### src/rtl/tx_pkg.sv
// tx_pkg -- shared types and constants for the frame transmitter.
//   tx_state_e    : controller state encoding
//   PREAMBLE_BYTE : preamble fill byte (0xAA)
//   SFD_BYTE      : start-of-frame delimiter (0xD5)
//   is_tx_state() : true for states that present a byte to the serializer
package tx_pkg;

  typedef enum logic [3:0] {
    ST_IDLE,
    ST_PREAMBLE,
    ST_SFD,
    ST_LEN,
    ST_FETCH,
    ST_CAPTURE,
    ST_PAYLOAD,
    ST_CSUM,
    ST_GAP
  } tx_state_e;

  localparam logic [7:0] PREAMBLE_BYTE = 8'hAA;
  localparam logic [7:0] SFD_BYTE      = 8'hD5;

  function automatic logic is_tx_state(input tx_state_e s);
    return s inside {ST_PREAMBLE, ST_SFD, ST_LEN, ST_PAYLOAD, ST_CSUM};
  endfunction

endpackage

### src/rtl/tx_frame_controller_if.sv
// tx_frame_controller_if -- buffer read port and serializer byte handshake.
//   buf_ready/buf_data/rdreq : input buffer side (non-showahead read)
//   tx_data/tx_valid/tx_ready: serializer side (valid/ready)
//   master : the frame controller
//   slave  : the buffer + serializer environment
interface tx_frame_controller_if;
  logic       buf_ready;
  logic [7:0] buf_data;
  logic       rdreq;
  logic [7:0] tx_data;
  logic       tx_valid;
  logic       tx_ready;

  modport master (input  buf_ready, buf_data, tx_ready,
                  output rdreq, tx_data, tx_valid);
  modport slave  (output buf_ready, buf_data, tx_ready,
                  input  rdreq, tx_data, tx_valid);
endinterface

### src/rtl/tx_checksum.sv
// tx_checksum -- 8-bit XOR accumulator.
//   rdclk, arst : clock, async active-high reset
//   clear       : zero the accumulator (wins over en)
//   en, din     : fold din into the accumulator
//   csum        : current accumulated value
module tx_checksum (
  input  logic       rdclk,
  input  logic       arst,
  input  logic       clear,
  input  logic       en,
  input  logic [7:0] din,
  output logic [7:0] csum
);

  always_ff @(posedge rdclk or posedge arst) begin
    if (arst)       csum <= 8'h00;
    else if (clear) csum <= 8'h00;
    else if (en)    csum <= csum ^ din;
  end

endmodule

### src/rtl/tx_frame_controller.sv
// tx_frame_controller -- reads PAYLOAD_LEN bytes from a non-showahead buffer
// and sends: PREAMBLE_LEN x 0xAA, 0xD5, length, payload, XOR checksum,
// followed by IFG_LEN idle cycles.
//   rdclk, arst  : sole clock, async active-high reset
//   enable       : permits starting new frames (never aborts one)
//   busy         : controller not idle
//   frame_count  : completed frames, wraps
//   bus (master) : buffer read port + serializer valid/ready
// All outputs come straight from flops: the output process decodes the
// *next* state and the results are registered alongside it.
module tx_frame_controller
  import tx_pkg::*;
#(
  parameter int PREAMBLE_LEN = 4,
  parameter int PAYLOAD_LEN  = 10,
  parameter int IFG_LEN      = 3
) (
  input  logic                  rdclk,
  input  logic                  arst,
  input  logic                  enable,
  output logic                  busy,
  output logic [15:0]           frame_count,
  tx_frame_controller_if.master bus
);

  localparam logic [3:0] PRE_LAST = 4'(PREAMBLE_LEN - 1);
  localparam logic [3:0] PAY_LAST = 4'(PAYLOAD_LEN - 1);
  localparam logic [3:0] GAP_LAST = 4'(IFG_LEN - 1);
  localparam logic [7:0] LEN_BYTE = 8'(PAYLOAD_LEN);

  tx_state_e   state, state_d;
  logic [3:0]  cnt, cnt_d;
  logic        acc;
  logic [7:0]  csum;
  logic        cs_clear, cs_en;
  logic        tx_valid_d, rdreq_d, busy_d;
  logic [7:0]  tx_data_d;
  logic [15:0] frame_cnt_q;

  assign acc         = bus.tx_valid & bus.tx_ready;
  assign frame_count = frame_cnt_q;

  // checksum restarts with each frame and folds every byte as it is captured
  assign cs_clear = (state == ST_IDLE) && (state_d == ST_PREAMBLE);
  assign cs_en    = (state == ST_CAPTURE);

  tx_checksum u_csum (
    .rdclk (rdclk),
    .arst  (arst),
    .clear (cs_clear),
    .en    (cs_en),
    .din   (bus.buf_data),
    .csum  (csum)
  );

  // state register (with registered outputs)
  always_ff @(posedge rdclk or posedge arst) begin
    if (arst) begin
      state        <= ST_IDLE;
      cnt          <= 4'd0;
      bus.rdreq    <= 1'b0;
      bus.tx_valid <= 1'b0;
      bus.tx_data  <= 8'h00;
      busy         <= 1'b0;
      frame_cnt_q  <= 16'h0000;
    end else begin
      state        <= state_d;
      cnt          <= cnt_d;
      bus.rdreq    <= rdreq_d;
      bus.tx_valid <= tx_valid_d;
      bus.tx_data  <= tx_data_d;
      busy         <= busy_d;
      if (state == ST_CSUM && acc) frame_cnt_q <= frame_cnt_q + 16'd1;
    end
  end

  // next state; cnt counts preamble bytes, payload bytes, then gap cycles
  always_comb begin
    state_d = state;
    cnt_d   = cnt;
    case (state)
      ST_IDLE:
        if (enable && bus.buf_ready) begin
          state_d = ST_PREAMBLE;
          cnt_d   = 4'd0;
        end
      ST_PREAMBLE:
        if (acc) begin
          if (cnt == PRE_LAST) begin
            state_d = ST_SFD;
            cnt_d   = 4'd0;
          end else begin
            cnt_d = cnt + 4'd1;
          end
        end
      ST_SFD:     if (acc) state_d = ST_LEN;
      ST_LEN:     if (acc) state_d = ST_FETCH;
      ST_FETCH:   state_d = ST_CAPTURE;
      ST_CAPTURE: state_d = ST_PAYLOAD;
      ST_PAYLOAD:
        if (acc) begin
          if (cnt == PAY_LAST) begin
            state_d = ST_CSUM;
            cnt_d   = 4'd0;
          end else begin
            state_d = ST_FETCH;
            cnt_d   = cnt + 4'd1;
          end
        end
      ST_CSUM:
        if (acc) begin
          cnt_d   = 4'd0;
          state_d = (IFG_LEN == 0) ? ST_IDLE : ST_GAP;
        end
      ST_GAP:
        if (cnt == GAP_LAST) state_d = ST_IDLE;
        else                 cnt_d = cnt + 4'd1;
      default: state_d = ST_IDLE;
    endcase
  end

  // outputs for the coming cycle, keyed on state_d so they can be registered
  always_comb begin
    tx_valid_d = is_tx_state(state_d);
    rdreq_d    = (state_d == ST_FETCH);
    busy_d     = (state_d != ST_IDLE);
    tx_data_d  = bus.tx_data;
    case (state_d)
      ST_PREAMBLE: tx_data_d = PREAMBLE_BYTE;
      ST_SFD:      tx_data_d = SFD_BYTE;
      ST_LEN:      tx_data_d = LEN_BYTE;
      // buf_data is only valid during CAPTURE; later PAYLOAD cycles hold it
      ST_PAYLOAD:  if (state == ST_CAPTURE) tx_data_d = bus.buf_data;
      ST_CSUM:     tx_data_d = csum;
      default:     ;
    endcase
  end

endmodule

### src/flat_wrapper.sv
// flat-port wrapper written by rule: the top's interface ports become plain ports
module tx_frame_controller_flat import tx_pkg::*;
#(
  parameter int PREAMBLE_LEN = 4,
  parameter int PAYLOAD_LEN  = 10,
  parameter int IFG_LEN      = 3
)
  (rdclk, arst, enable, busy, frame_count, bus_buf_ready, bus_buf_data, bus_tx_ready, bus_rdreq, bus_tx_data, bus_tx_valid);
  tx_frame_controller_if bus_i ();
  input  logic rdclk;
  input  logic arst;
  input  logic enable;
  output logic busy;
  output logic [15:0] frame_count;
  input wire logic [$bits(bus_i.buf_ready)-1:0] bus_buf_ready;
  input wire logic [$bits(bus_i.buf_data)-1:0] bus_buf_data;
  input wire logic [$bits(bus_i.tx_ready)-1:0] bus_tx_ready;
  output wire logic [$bits(bus_i.rdreq)-1:0] bus_rdreq;
  output wire logic [$bits(bus_i.tx_data)-1:0] bus_tx_data;
  output wire logic [$bits(bus_i.tx_valid)-1:0] bus_tx_valid;
  assign bus_i.buf_ready = bus_buf_ready;
  assign bus_i.buf_data = bus_buf_data;
  assign bus_i.tx_ready = bus_tx_ready;
  assign bus_rdreq = bus_i.rdreq;
  assign bus_tx_data = bus_i.tx_data;
  assign bus_tx_valid = bus_i.tx_valid;
  tx_frame_controller #(.PREAMBLE_LEN(PREAMBLE_LEN), .PAYLOAD_LEN(PAYLOAD_LEN), .IFG_LEN(IFG_LEN)) u_core (.rdclk(rdclk), .arst(arst), .enable(enable), .busy(busy), .frame_count(frame_count), .bus(bus_i));
endmodule
### config.mk
export PLATFORM = sky130hd
export DESIGN_NAME = tx_frame_controller_flat
export DESIGN_NICKNAME = d
export VERILOG_FILES = /design/src/rtl/tx_pkg.sv /design/src/rtl/tx_frame_controller_if.sv /design/src/rtl/tx_checksum.sv /design/src/rtl/tx_frame_controller.sv /design/src/flat_wrapper.sv
export SDC_FILE = /design/constraint.sdc
export NUM_CORES = 1
export LEC_CHECK = 0
export ABC_AREA = 1
export ABC_CLOCK_PERIOD_IN_PS = 3760
export BUFFER_PORTS_ARGS = -buffer_cell sky130_fd_sc_hd__buf_2
export CAP_MARGIN = 20
export CORE_ASPECT_RATIO = 0.5
export CORE_MARGIN = 1
export CORE_UTILIZATION = 55
export CTS_CLUSTER_DIAMETER = 200
export CTS_CLUSTER_SIZE = 8
export DETAILED_ROUTE_END_ITERATION = 8
export PLACE_DENSITY_LB_ADDON = 0.25
export SLEW_MARGIN = 15
export SYNTH_ARGS = -nofsm -noshare
export SYNTH_HDL_FRONTEND = slang
export SYNTH_HIERARCHICAL = 1
export SYNTH_SLANG_ARGS = --single-unit
### constraint.sdc
create_clock -name rdclk -period 3.76 [get_ports rdclk]
set_input_delay 0.188 -clock rdclk [delete_from_list [all_inputs] [get_ports rdclk]]
set_output_delay 0.188 -clock rdclk [all_outputs]
set_load 0.01 [all_outputs]
==> results.toml, run 1 <==
[timing]
fin_crit_sh_pct = 56.12
setup_viol = 0
finalHoldViolCount = 0
fmaxAchievable_ghz = 0.4739
skew_ns = 0.004717
worst_slew_pin_slew_ns = 0.4470
slew_violations = 0
rsz0062_at_grt = "false"
slew_headroom_pct = 70.20
finalCriticalPeriod_ns = 2.110
setup_tns_ns = 0

[route]
vias_per_cell = 5.246
first_pass_iters = 4
wl_per_cell_um = 12.37
drc = 0
drtAntennaViolNets = 0
route.vias.total = 2067
drt_wl_total_mm = 4.874
drtIter0Drc = 71

[synthesis]
synth_area_leaders = "dfrtp_1 (44%), nand2_1 (9.9%), nand3_1 (6.6%), nor2_1 (5.2%), inv_1 (4.3%)"
synth_top_area_share_pct = 44.15
synth-seq-cells = 43
synth.distinct_cells = 32
synth_top_area_cell = "dfrtp_1"
synth-edff-count = 0
synthArstFlopShare_pct = 100.0
netlist_area_mm2 = 0.002437
synth_nets = 311
ys_seq_area_share_pct = 44.15
ys.warnings.count = 6
syn_avg_cell_area_um2 = 8.290
synthCells = 294
ys.flop_type = "dfrtp_1"

[layout]
final_common_cell = "nand2_1"
antenna_cells = 0
final_cell_mix = "nand2_1 (64), dfrtp_1 (43), buf_2 (39), nor2_1 (34), nand3_1 (32)"
nNetsFinal = 356
layout-drive-gt1-share_pct = 25.29
design_area_mm2 = 0.002768
syn_to_final_growth_pct = 13.55

[power_and_ir_drop]
max-vdd-ir-drop_uv = 375.8
power_density_mw_per_mm2 = 720.3
power_mw = 1.994
leakage_nw = 1.498

[global_routing]
use_met1_pct = 30.25
met2_usage_pct = 37.94
top_usage_layer = "met2"
grtUsageTotal_pct = 23.24
grt_pass1_wl_mm = 8.307
antenna_found_initial = 0
grt_pass1_vias = 1873
globalRouteOverflowTotal = 0
grt_max_degree = 36
met3_usage_pct = 6.386

[worst_setup_path]
reg2reg_from = "u_core/state[3]"
worstPathMaxFanout = 17
cp-start-kind = "flop"
reg2reg_depth = 10
critPathLaunch = "u_core/state[3]"
r2r_end = "u_core/bus.tx_data[5]"
reg2reg_slack_ns = 1.65
arrival_ns = 2.30
path_class = "flop to flop"
end_kind = "flop"
worstPathRequired_ns = 3.95
crit_end = "u_core/bus.tx_data[5]"

[die]
ios = 40
placeableCoreArea_mm2 = 0.004064
die_h_um = 49.07
dieArea_mm2 = 0.004718
initial_core_util_pct = 59.98
fp.dieW_um = 96.15
rows = 16

[status]
status = "finished, final reports clean"

[clock_tree]
htreeDepth = 2
cts.sinks = 43
clock_latency_ns = 0.30
cts_buffers = 5
tritoncts = "yes"
cts_setup_buffers = 0
clk_pin_slew_ns = 0.08
ctsLongestPathBuffers = 2
cts_root_buf = "clkbuf_8"
cts.repair.resized = 0

[placement]
place_congestion = 0.9158
placed_area_mm2 = 0.002673
port_buffers = 39
hpwlAfterDp_mm = 3.730

[run]
cap_violations = 0

[hold_path]
hold_class = "input port to flop"
-- power by group --
| part | internal (mW) | switching [mW] |
|---|---|---|
| clock | 0.130 | 0.156 |
| combinational | 0.338 | 0.680 |
| sequential | 0.593 | 0.0974 |
| total | 1.06 | 0.933 |
-- layout make-up --
cell class / instances / area (um2)
tap: 54 / 67.56
multi-input combinational: 210 / 1172
fill: 348 / 1296
clock inverter: 2 / 12.51
timing repair buffer: 42 / 220.2
inverter: 37 / 146.4
sequential: 43 / 1076
clock buffer: 6 / 72.57
-- worst min path at each step --
| stage | end | depth (start not counted) | from |
|---|---|---|---|
| 6_report | u_core/u_csum/csum[4] | 4 | bus_buf_data[4] |
| 2_1_floorplan | u_core/u_csum/csum[0] | 1 | arst |
| 5_1_grt | u_core/u_csum/csum[0] | 4 | bus_buf_data[0] |
| 3_3_place_gp | u_core/u_csum/csum[2] | 2 | arst |
| 4_1_cts | u_core/u_csum/csum[4] | 4 | bus_buf_data[4] |
| 3_5_place_dp | u_core/u_csum/csum[2] | 2 | arst |
-- flip-flops by register name, summed over array words and instances (netlist names) --
name	cells
u_core/bus.rdreq	1
u_core/bus.tx_data	8
u_core/bus.tx_valid	1
u_core/busy	1
u_core/cnt	4
u_core/frame_count	16
u_core/state	4
u_core/u_csum/csum	8
-- what timing repair did --
action | in CTS | in global routing
hold buffers | 1 | 0
endpoints found under the hold margin | 8 | 0
endpoints found under the setup margin | 0 | 0
-- cells in the mapped netlist, types with 3 or more instances --
library cell	number
nand2_2	5
nor3_1	5
xnor2_1	7
inv_1	28
nand3_2	4
nor2_4	6
dfrtp_1	43
o21ai_0	7
nand4_1	9
nor2_2	3
nand2_1	64
nand3_1	32
ha_1	4
nor2_1	34
nand2_4	3
inv_2	7
xor2_1	8
a21oi_1	9
-- critical path, stage by stage, from the launching register on --
cell and delay [ns]:
dfrtp_1 0.57, inv_4 0.06, nand2_4 0.08, nor2_1 0.05, buf_4 0.19, nor2_1 0.14
nand4_2 0.36, inv_2 0.21, a21oi_4 0.12, o21ai_0 0.16, inv_1 0.06
-- stage by stage --
| step | std cells | setup slack, ns | utilization, % | hold slack [ns] |
|---|---|---|---|---|
| 2_1_floorplan | 294 | 2.108 | - | 0.003658 |
| 3_3_place_gp | 385 | 1.754 | 65.76 | 0.1476 |
| 3_5_place_dp | 385 | 1.658 | 65.76 | 0.1560 |
| 4_1_cts | 394 | 1.648 | 68.10 | 0.1644 |
| 5_1_grt | 394 | 1.498 | 68.10 | 0.1812 |
| 6_report | 394 | 1.650 | 68.10 | 0.1852 |
-- kinds of logic after synthesis --
group	count (synthesis)	synth area share, %
DFF	43	44.15
AOI/OAI and AO/OA	20	4.980
adders and majority gates	4	2.053
xor gates and xnor gates	15	5.390
and+or+nand+nor	171	35.68
buffers and inverters	41	7.751
-- routing by layer --
layer	routed length (um)	share of wire, %
met5	0	0
met4	70	1.4
met3	274	5.6
met2	2242	46
met1	2287	47
No activity file was read; power rests on OpenSTA's default activity.
==> inputs of run 2 (changes only) <==
--- a/config.mk
+++ b/config.mk
@@ -5,13 +5,13 @@
 export SDC_FILE = /design/constraint.sdc
 export NUM_CORES = 1
 export LEC_CHECK = 0
-export ABC_AREA = 1
-export ABC_CLOCK_PERIOD_IN_PS = 3760
+export ABC_AREA = 0
+export ABC_CLOCK_PERIOD_IN_PS = 1750
 export BUFFER_PORTS_ARGS = -buffer_cell sky130_fd_sc_hd__buf_2
 export CAP_MARGIN = 20
 export CORE_ASPECT_RATIO = 0.5
 export CORE_MARGIN = 1
-export CORE_UTILIZATION = 55
+export CORE_UTILIZATION = 50
 export CTS_CLUSTER_DIAMETER = 200
 export CTS_CLUSTER_SIZE = 8
 export DETAILED_ROUTE_END_ITERATION = 8
==> constraint.sdc (replaced) <==
create_clock -name rdclk -period 1.75 [get_ports rdclk]
set_input_delay 0.0875 -clock rdclk [delete_from_list [all_inputs] [get_ports rdclk]]
set_output_delay 0.0875 -clock rdclk [all_outputs]
set_load 0.01 [all_outputs]
==> run 2 against run 1 <==
Compared with the run above:
- routed wire length increased by 24%
- largest cell class unchanged
- synthesized cell count down 23%
- flip-flop and latch count unchanged
- the flow now finishes with violations (design-rule violations, negative setup slack)
- critical path depth fell by 1
- global-route usage grew 2.1 points
- synthesized area fell by 5.2%
- utilization grew 4.9 points
- critical path type unchanged
- maximum frequency rose by 3.2%
- combinational power grew to 3.4 times the previous value
- die area up 4.1%
- total power grew to 2.9 times the previous value
==> results.toml, run 2 <==
[status]
status = "complete, but fails checks"
violations = "design-rule violations, negative setup slack"

[die]
rows = 17
ios = 40
die_h_um = 50.06
dieArea_mm2 = 0.004912
fp.dieW_um = 98.12
placeableCoreArea_mm2 = 0.004424
initial_core_util_pct = 52.21

[clock_tree]
clk_pin_slew_ns = 0.08
cts_root_buf = "clkbuf_8"
cts_buffers = 5
clock_latency_ns = 0.30
htreeDepth = 2
tritoncts = "yes"
cts.sinks = 43
ctsLongestPathBuffers = 2

[global_routing]
antenna_found_initial = 0
grt_max_degree = 31
globalRouteOverflowTotal = 0
grtUsageTotal_pct = 25.30
grt_pass1_wl_mm = 9.349
grt_pass1_vias = 1988

[synthesis]
ys_seq_area_share_pct = 46.59
netlist_area_mm2 = 0.002310
synth.distinct_cells = 56
ys.warnings.count = 6
synth_top_area_share_pct = 46.59
synth_top_area_cell = "dfrtp_1"
synthSimpleGateAreaFrac_pct = 19.28
synthCells = 227
synth-adder-area-share_pct = 2.167
synth-xor-area-share_pct = 5.688
synth_area_leaders = "dfrtp_1 (47%), xnor2_1 (3.8%), a21oi_1 (3.7%), nand2_1 (3.4%), a21bo_2 (2.6%)"
ys.flop_type = "dfrtp_1"
synth-seq-cells = 43
synthTopCellsByCount = "dfrtp_1 (43), nand2_1 (21), a21oi_1 (17)"
muxShareOfSynthArea_pct = 1.950
synthArstFlopShare_pct = 100.0
synth_nets = 244
synth_top_family_by_area = "compound AO/OA/AOI/OAI gates"
yosysMostFrequentCell = "dfrtp_1"
syn_avg_cell_area_um2 = 10.17
synth-edff-count = 0
synth-compound-area-share_pct = 19.50

[timing]
worst_slew_pin_slew_ns = 0.4136
slew_headroom_pct = 72.22
fin_hold_ws_ns = 0.07544
finalCriticalPeriod_ns = 2.045
fin_crit_sh_pct = 116.9
finalHoldViolCount = 0
setup_tns_ns = -3.339
setup_viol = 15
slew_violations = 0
skew_ns = 0.009419
fmaxAchievable_ghz = 0.4889
rsz0062_at_grt = "true"
setup_ws_ns = -0.2954

[route]
drt_wl_total_mm = 6.063
route.vias.total = 2107
first_pass_iters = 6
drtIter0Drc = 121
vias_per_cell = 5.559
drtAntennaViolNets = 0
wl_per_cell_um = 16.00
drc = 1

[worst_setup_path]
crit_chain = "inv_2, ha_4, and3b_2, o221ai_4, o211ai_4, buf_4, nand2b_4, o2bb2ai_4, o2bb2ai_1"
path_buf_inv = 2
cp-start-kind = "flop"
worstPathMaxFanout = 7
end_kind = "flop"
cpMaxStageDelayCell = "dfrtp_1"
path_class = "flop to flop"
worstPathRequired_ns = 1.93
slowest_delay_ns = 0.41
crit_family = "compound AO/OA/AOI/OAI gates"
arrival_ns = 2.23

[placement]
place_congestion = 0.8071
hpwlAfterDp_mm = 4.034
post-place-ws_ns = -0.2964
port_buffers = 39
placed_area_mm2 = 0.002834

[layout]
design_area_mm2 = 0.003231
layout-drive-gt1-share_pct = 45.03
nNetsFinal = 338
final_cell_mix = "buf_4 (52), buf_2 (39), dfrtp_1 (39), nand2_1 (21), a21oi_1 (15)"
syn_to_final_growth_pct = 39.87
largest_reg_flops = 16
nFillCells = 316
final_common_cell = "buf_4"
antenna_cells = 0

[hold_path]
hold_class = "input port to flop"

[run]
cap_violations = 0

[power_and_ir_drop]
leakage_nw = 1.549
power_density_mw_per_mm2 = 1761
max-vdd-ir-drop_uv = 681.6
run 2: changes by cell type after synthesis, sizes merged, moves of 4 or more:
cell	delta
nand2	-51
nand3	-32
nor2	-32
inv	-25
a21bo	+8
nand3b	+8
a21oi	+7
and3	+7
nand2b	+7
nand4	-7
a22oi	+5
o2bb2ai	+5
buf	+4
run 2: repair_timing:
item	4_1_cts	5_1_grt
gates resized for setup	18	18
hold buffers	1	0
pin swaps	6	2
buffers inserted	13	4
endpoints found under the setup margin	20	26
hold endpoints to repair	13	0
run 2: tightest hold or removal path, cell delays in order:
cell	delay [ns]
buf_2	0.11
nand3b_1	0.07
a21oi_1	0.06
run 2: layout make-up:
cell class / instances / area (um2) / area share [%]
multi-input cells: 164 / 1308 / 40.47
flip-flops and latches: 43 / 1081 / 33.46
repair buffers: 95 / 638.1 / 19.75
clock buffers: 6 / 72.57 / 2.246
well taps: 57 / 71.32 / 2.208
inverters: 12 / 47.55 / 1.472
clock inverters: 2 / 12.51 / 0.3873
run 2: kinds of logic after synthesis:
group | Yosys count
adder cells (fa/ha/maj) | 4
multiplexers | 3
AND/OR/NAND/NOR | 80
AO/OA/AOI/OAI | 62
XOR/XNOR | 15
flip-flops | 43
buffers and inverters | 20
run 2: final timing paths:
path,end,from,cells past startpoint,slack (ns)
max in group asynchronous,u_core/cnt[0],arst,4,0.84
hold / removal,u_core/u_csum/csum[2],bus_buf_data[2],3,0.08
setup reg to reg,u_core/bus.tx_data[2],u_core/cnt[1],9,-0.30
setup / recovery,u_core/bus.tx_data[2],u_core/cnt[1],9,-0.30
hold reg to reg,u_core/frame_count[15],u_core/frame_count[15],1,0.48
min in group asynchronous,u_core/frame_count[11],arst,3,0.25
run 2: per-stage QoR:
step	util (%)	power, mW	cells
finish	73.02	5.688	379
global route	73.02	6.017	379
detailed placement	64.06	4.219	353
global placement	64.06	4.110	353
CTS	70.48	5.266	375
floorplan	-	3.176	227
run 2: routing by layer:
layer	global-route usage [%]	routed length (um)	up-vias
met2	44.48	3000	66
li1	-	-	1002
met1	30.16	2660	1022
met3	5.816	274	17
met5	0	0	-
met4	11.11	129	0
run 2: power by group:
group | switching (mW) | internal (mW)
combinational | 1.69 | 1.80
clock | 0.337 | 0.279
sequential | 0.275 | 1.30
==> inputs of run 3 (changes only) <==
--- a/config.mk
+++ b/config.mk
@@ -6,11 +6,11 @@
 export NUM_CORES = 1
 export LEC_CHECK = 0
 export ABC_AREA = 0
-export ABC_CLOCK_PERIOD_IN_PS = 1750
+export ABC_CLOCK_PERIOD_IN_PS = 1700
 export BUFFER_PORTS_ARGS = -buffer_cell sky130_fd_sc_hd__buf_2
 export CAP_MARGIN = 20
 export CORE_ASPECT_RATIO = 0.5
-export CORE_MARGIN = 1
+export CORE_MARGIN = 4
 export CORE_UTILIZATION = 50
 export CTS_CLUSTER_DIAMETER = 200
 export CTS_CLUSTER_SIZE = 8
==> constraint.sdc (replaced) <==
create_clock -name rdclk -period 1.7 [get_ports rdclk]
set_input_delay 0.085 -clock rdclk [delete_from_list [all_inputs] [get_ports rdclk]]
set_output_delay 0.085 -clock rdclk [all_outputs]
set_load 0.01 [all_outputs]
==> run 3 against run 2 <==
Compared with the run above:
- count of clock-buffer cells in the layout shrank 1
- critical path depth stayed put
- final cell count rose by 0.26%
- critical endpoint is now u_core/bus.tx_data[4]
- total power increased by 7.3%
- global-route usage decreased by 3.5 points
- non-clock buffer count grew 1
- setup slack got worse by 0.048 ns
- the run ends with negative setup slack left
- sequential power is 3% higher
- clock skew decreased by 0.0049 ns
- utilization rose by 2.6 points
==> results.toml, run 3 (same netlist as run 2, synthesis figures left out) <==
[worst_setup_path]
critPathLaunch = "u_core/cnt[0]"
crit_chain = "buf_4, inv_2, ha_4, inv_1, o311ai_4, o21ai_4, nand2b_1, o2bb2ai_4, o2bb2ai_1"
path_class = "flop to flop"
end_kind = "flop"
worstPathMaxFanout = 6
reg2reg_from = "u_core/cnt[0]"
slowest_delay_ns = 0.45
cpMaxStageDelayCell = "dfrtp_2"
cp-start-kind = "flop"
path_buf_inv = 3
arrival_ns = 2.21
crit_family = "compound AO/OA/AOI/OAI gates"
worstPathRequired_ns = 1.87

[timing]
fmaxAchievable_ghz = 0.4893
slew_headroom_pct = 73.28
worst_slew_pin_slew_ns = 0.3989
rsz0062_at_grt = "true"
slew_violations = 0
setup_tns_ns = -3.386
setup_viol = 15
fin_hold_ws_ns = 0.07672
finalHoldViolCount = 0
setup_ws_ns = -0.3438
finalCriticalPeriod_ns = 2.044
fin_crit_sh_pct = 120.2
skew_ns = 0.004550

[hold_path]
hold_class = "input port to flop"
min-delay-start = "bus_buf_data[3]"

[clock_tree]
clk_pin_slew_ns = 0.08
cts.sinks = 43
htreeDepth = 2
ctsLongestPathBuffers = 2
cts_buffers = 5
clock_latency_ns = 0.29
tritoncts = "yes"
cts_root_buf = "clkbuf_8"

[global_routing]
grt_pass1_wl_mm = 10.29
globalRouteOverflowTotal = 0
grtUsageTotal_pct = 21.84
grt_pass1_vias = 2151
grt_max_degree = 33
antenna_found_initial = 0

[layout]
design_area_mm2 = 0.003347
layout-drive-gt1-share_pct = 51.08
final_common_cell = "buf_4"
nFillCells = 304
nNetsFinal = 339
largest_reg_flops = 16
final_cell_mix = "buf_4 (53), buf_2 (39), dfrtp_1 (38), nand2_1 (20), a21oi_1 (12)"
syn_to_final_growth_pct = 44.91
antenna_cells = 0

[power_and_ir_drop]
intPower_mw = 3.618
leakage_nw = 1.604
p_sw_mw = 2.485
pwr-share-clk_pct = 13.1
p_seq_share_pct = 26.5
power_density_mw_per_mm2 = 1823
switching_share_pct = 40.72
max-vdd-ir-drop_uv = 669.0
pwr-share-comb_pct = 60.5

[route]
vias_per_cell = 5.697
first_pass_iters = 4
drt_wl_total_mm = 6.432
drc = 0
wl_per_cell_um = 16.93
drtAntennaViolNets = 0
route.vias.total = 2165
drtIter0Drc = 112

[die]
fp.dieW_um = 104.1
placeableCoreArea_mm2 = 0.004424
rows = 17
die_h_um = 56.06
ios = 40
initial_core_util_pct = 52.21
dieArea_mm2 = 0.005837

[status]
status = "complete, but fails checks"
violations = "negative setup slack"

[placement]
placed_area_mm2 = 0.002864
port_buffers = 39
place_congestion = 0.9430
hpwlAfterDp_mm = 4.269

[run]
cap_violations = 0
[run 3: cell count changes in the layout (fill, tap and decap cells not counted), moves of 2 or more]
cell | previous run | this run
a21oi_1 | 15 | 12
a21oi_2 | 2 | 5
a22oi_1 | 4 | 1
a22oi_2 | 1 | 4
nor3_1 | 4 | 2
nor3_2 | 0 | 2
[run 3: worst register-to-register path: stages, from the launching register on]
cell and delay (ns):
dfrtp_2 0.45, buf_4 0.15, inv_2 0.07, ha_4 0.15
inv_1 0.06, o311ai_4 0.30, o21ai_4 0.14, nand2b_1 0.23
o2bb2ai_4 0.21, o2bb2ai_1 0.15
[run 3: area by class of cell]
cell class / count / area [um2] / share of cell area (%)
Clock inverter: 3 / 43.79 / 1.308
Tap cell: 57 / 71.32 / 2.131
Timing Repair Buffer: 96 / 636.9 / 19.03
Multi-Input combinational cell: 164 / 1396 / 41.72
Clock buffer: 5 / 68.82 / 2.056
Sequential cell: 43 / 1082 / 32.34
Inverter: 12 / 47.55 / 1.421
[run 3: worst paths after layout]
path                                           to  slack [ns]  cells past startpoint
hold reg to reg            u_core/frame_count[15]        0.47                      1
setup / recovery            u_core/bus.tx_data[4]       -0.34                      9
setup reg to reg            u_core/bus.tx_data[4]       -0.34                      9
max in group asynchronous         u_core/state[0]        0.85                      4
hold / removal              u_core/u_csum/csum[3]        0.08                      3
min in group asynchronous   u_core/frame_count[9]        0.21                      3
[run 3: power by group through the flow]
stage          registers (mW)  logic (mW)  clock network, mW
3_3_place_gp             1.59        2.70                  0
3_5_place_dp             1.60        2.81                  0
2_1_floorplan            1.60        1.68                  0
4_1_cts                  1.58        3.26              0.815
5_1_grt                  1.66        3.95              0.867
6_report                 1.62        3.69              0.797
[run 3: repair_timing]
action | CTS | global route
buffers inserted | 4 | 10
hold buffers | 1 | 0
hold endpoints to repair | 11 | 0
setup endpoints to repair | 25 | 34
pin swaps | 12 | 7
resized for setup | 29 | 29
[run 3: per-stage QoR]
step           power, mW  utilization [%]  setup WS [ns]  cells
6_report           6.103            75.65        -0.3438    380
5_1_grt            6.473            75.65        -0.4112    380
4_1_cts            5.658            71.46        -0.2963    370
3_5_place_dp       4.406            64.73        -0.3871    358
3_3_place_gp       4.285            64.73        -0.2451    358
2_1_floorplan      3.280                -        -0.1293    227
[run 3: routing by layer]
| layer | part of all wire (%) | track usage [%] |
|---|---|---|
| met5 | 0 | 0 |
| met4 | 2.3 | 9.091 |
| met3 | 5.4 | 4.867 |
| met2 | 51 | 38.41 |
| met1 | 41 | 26.16 |
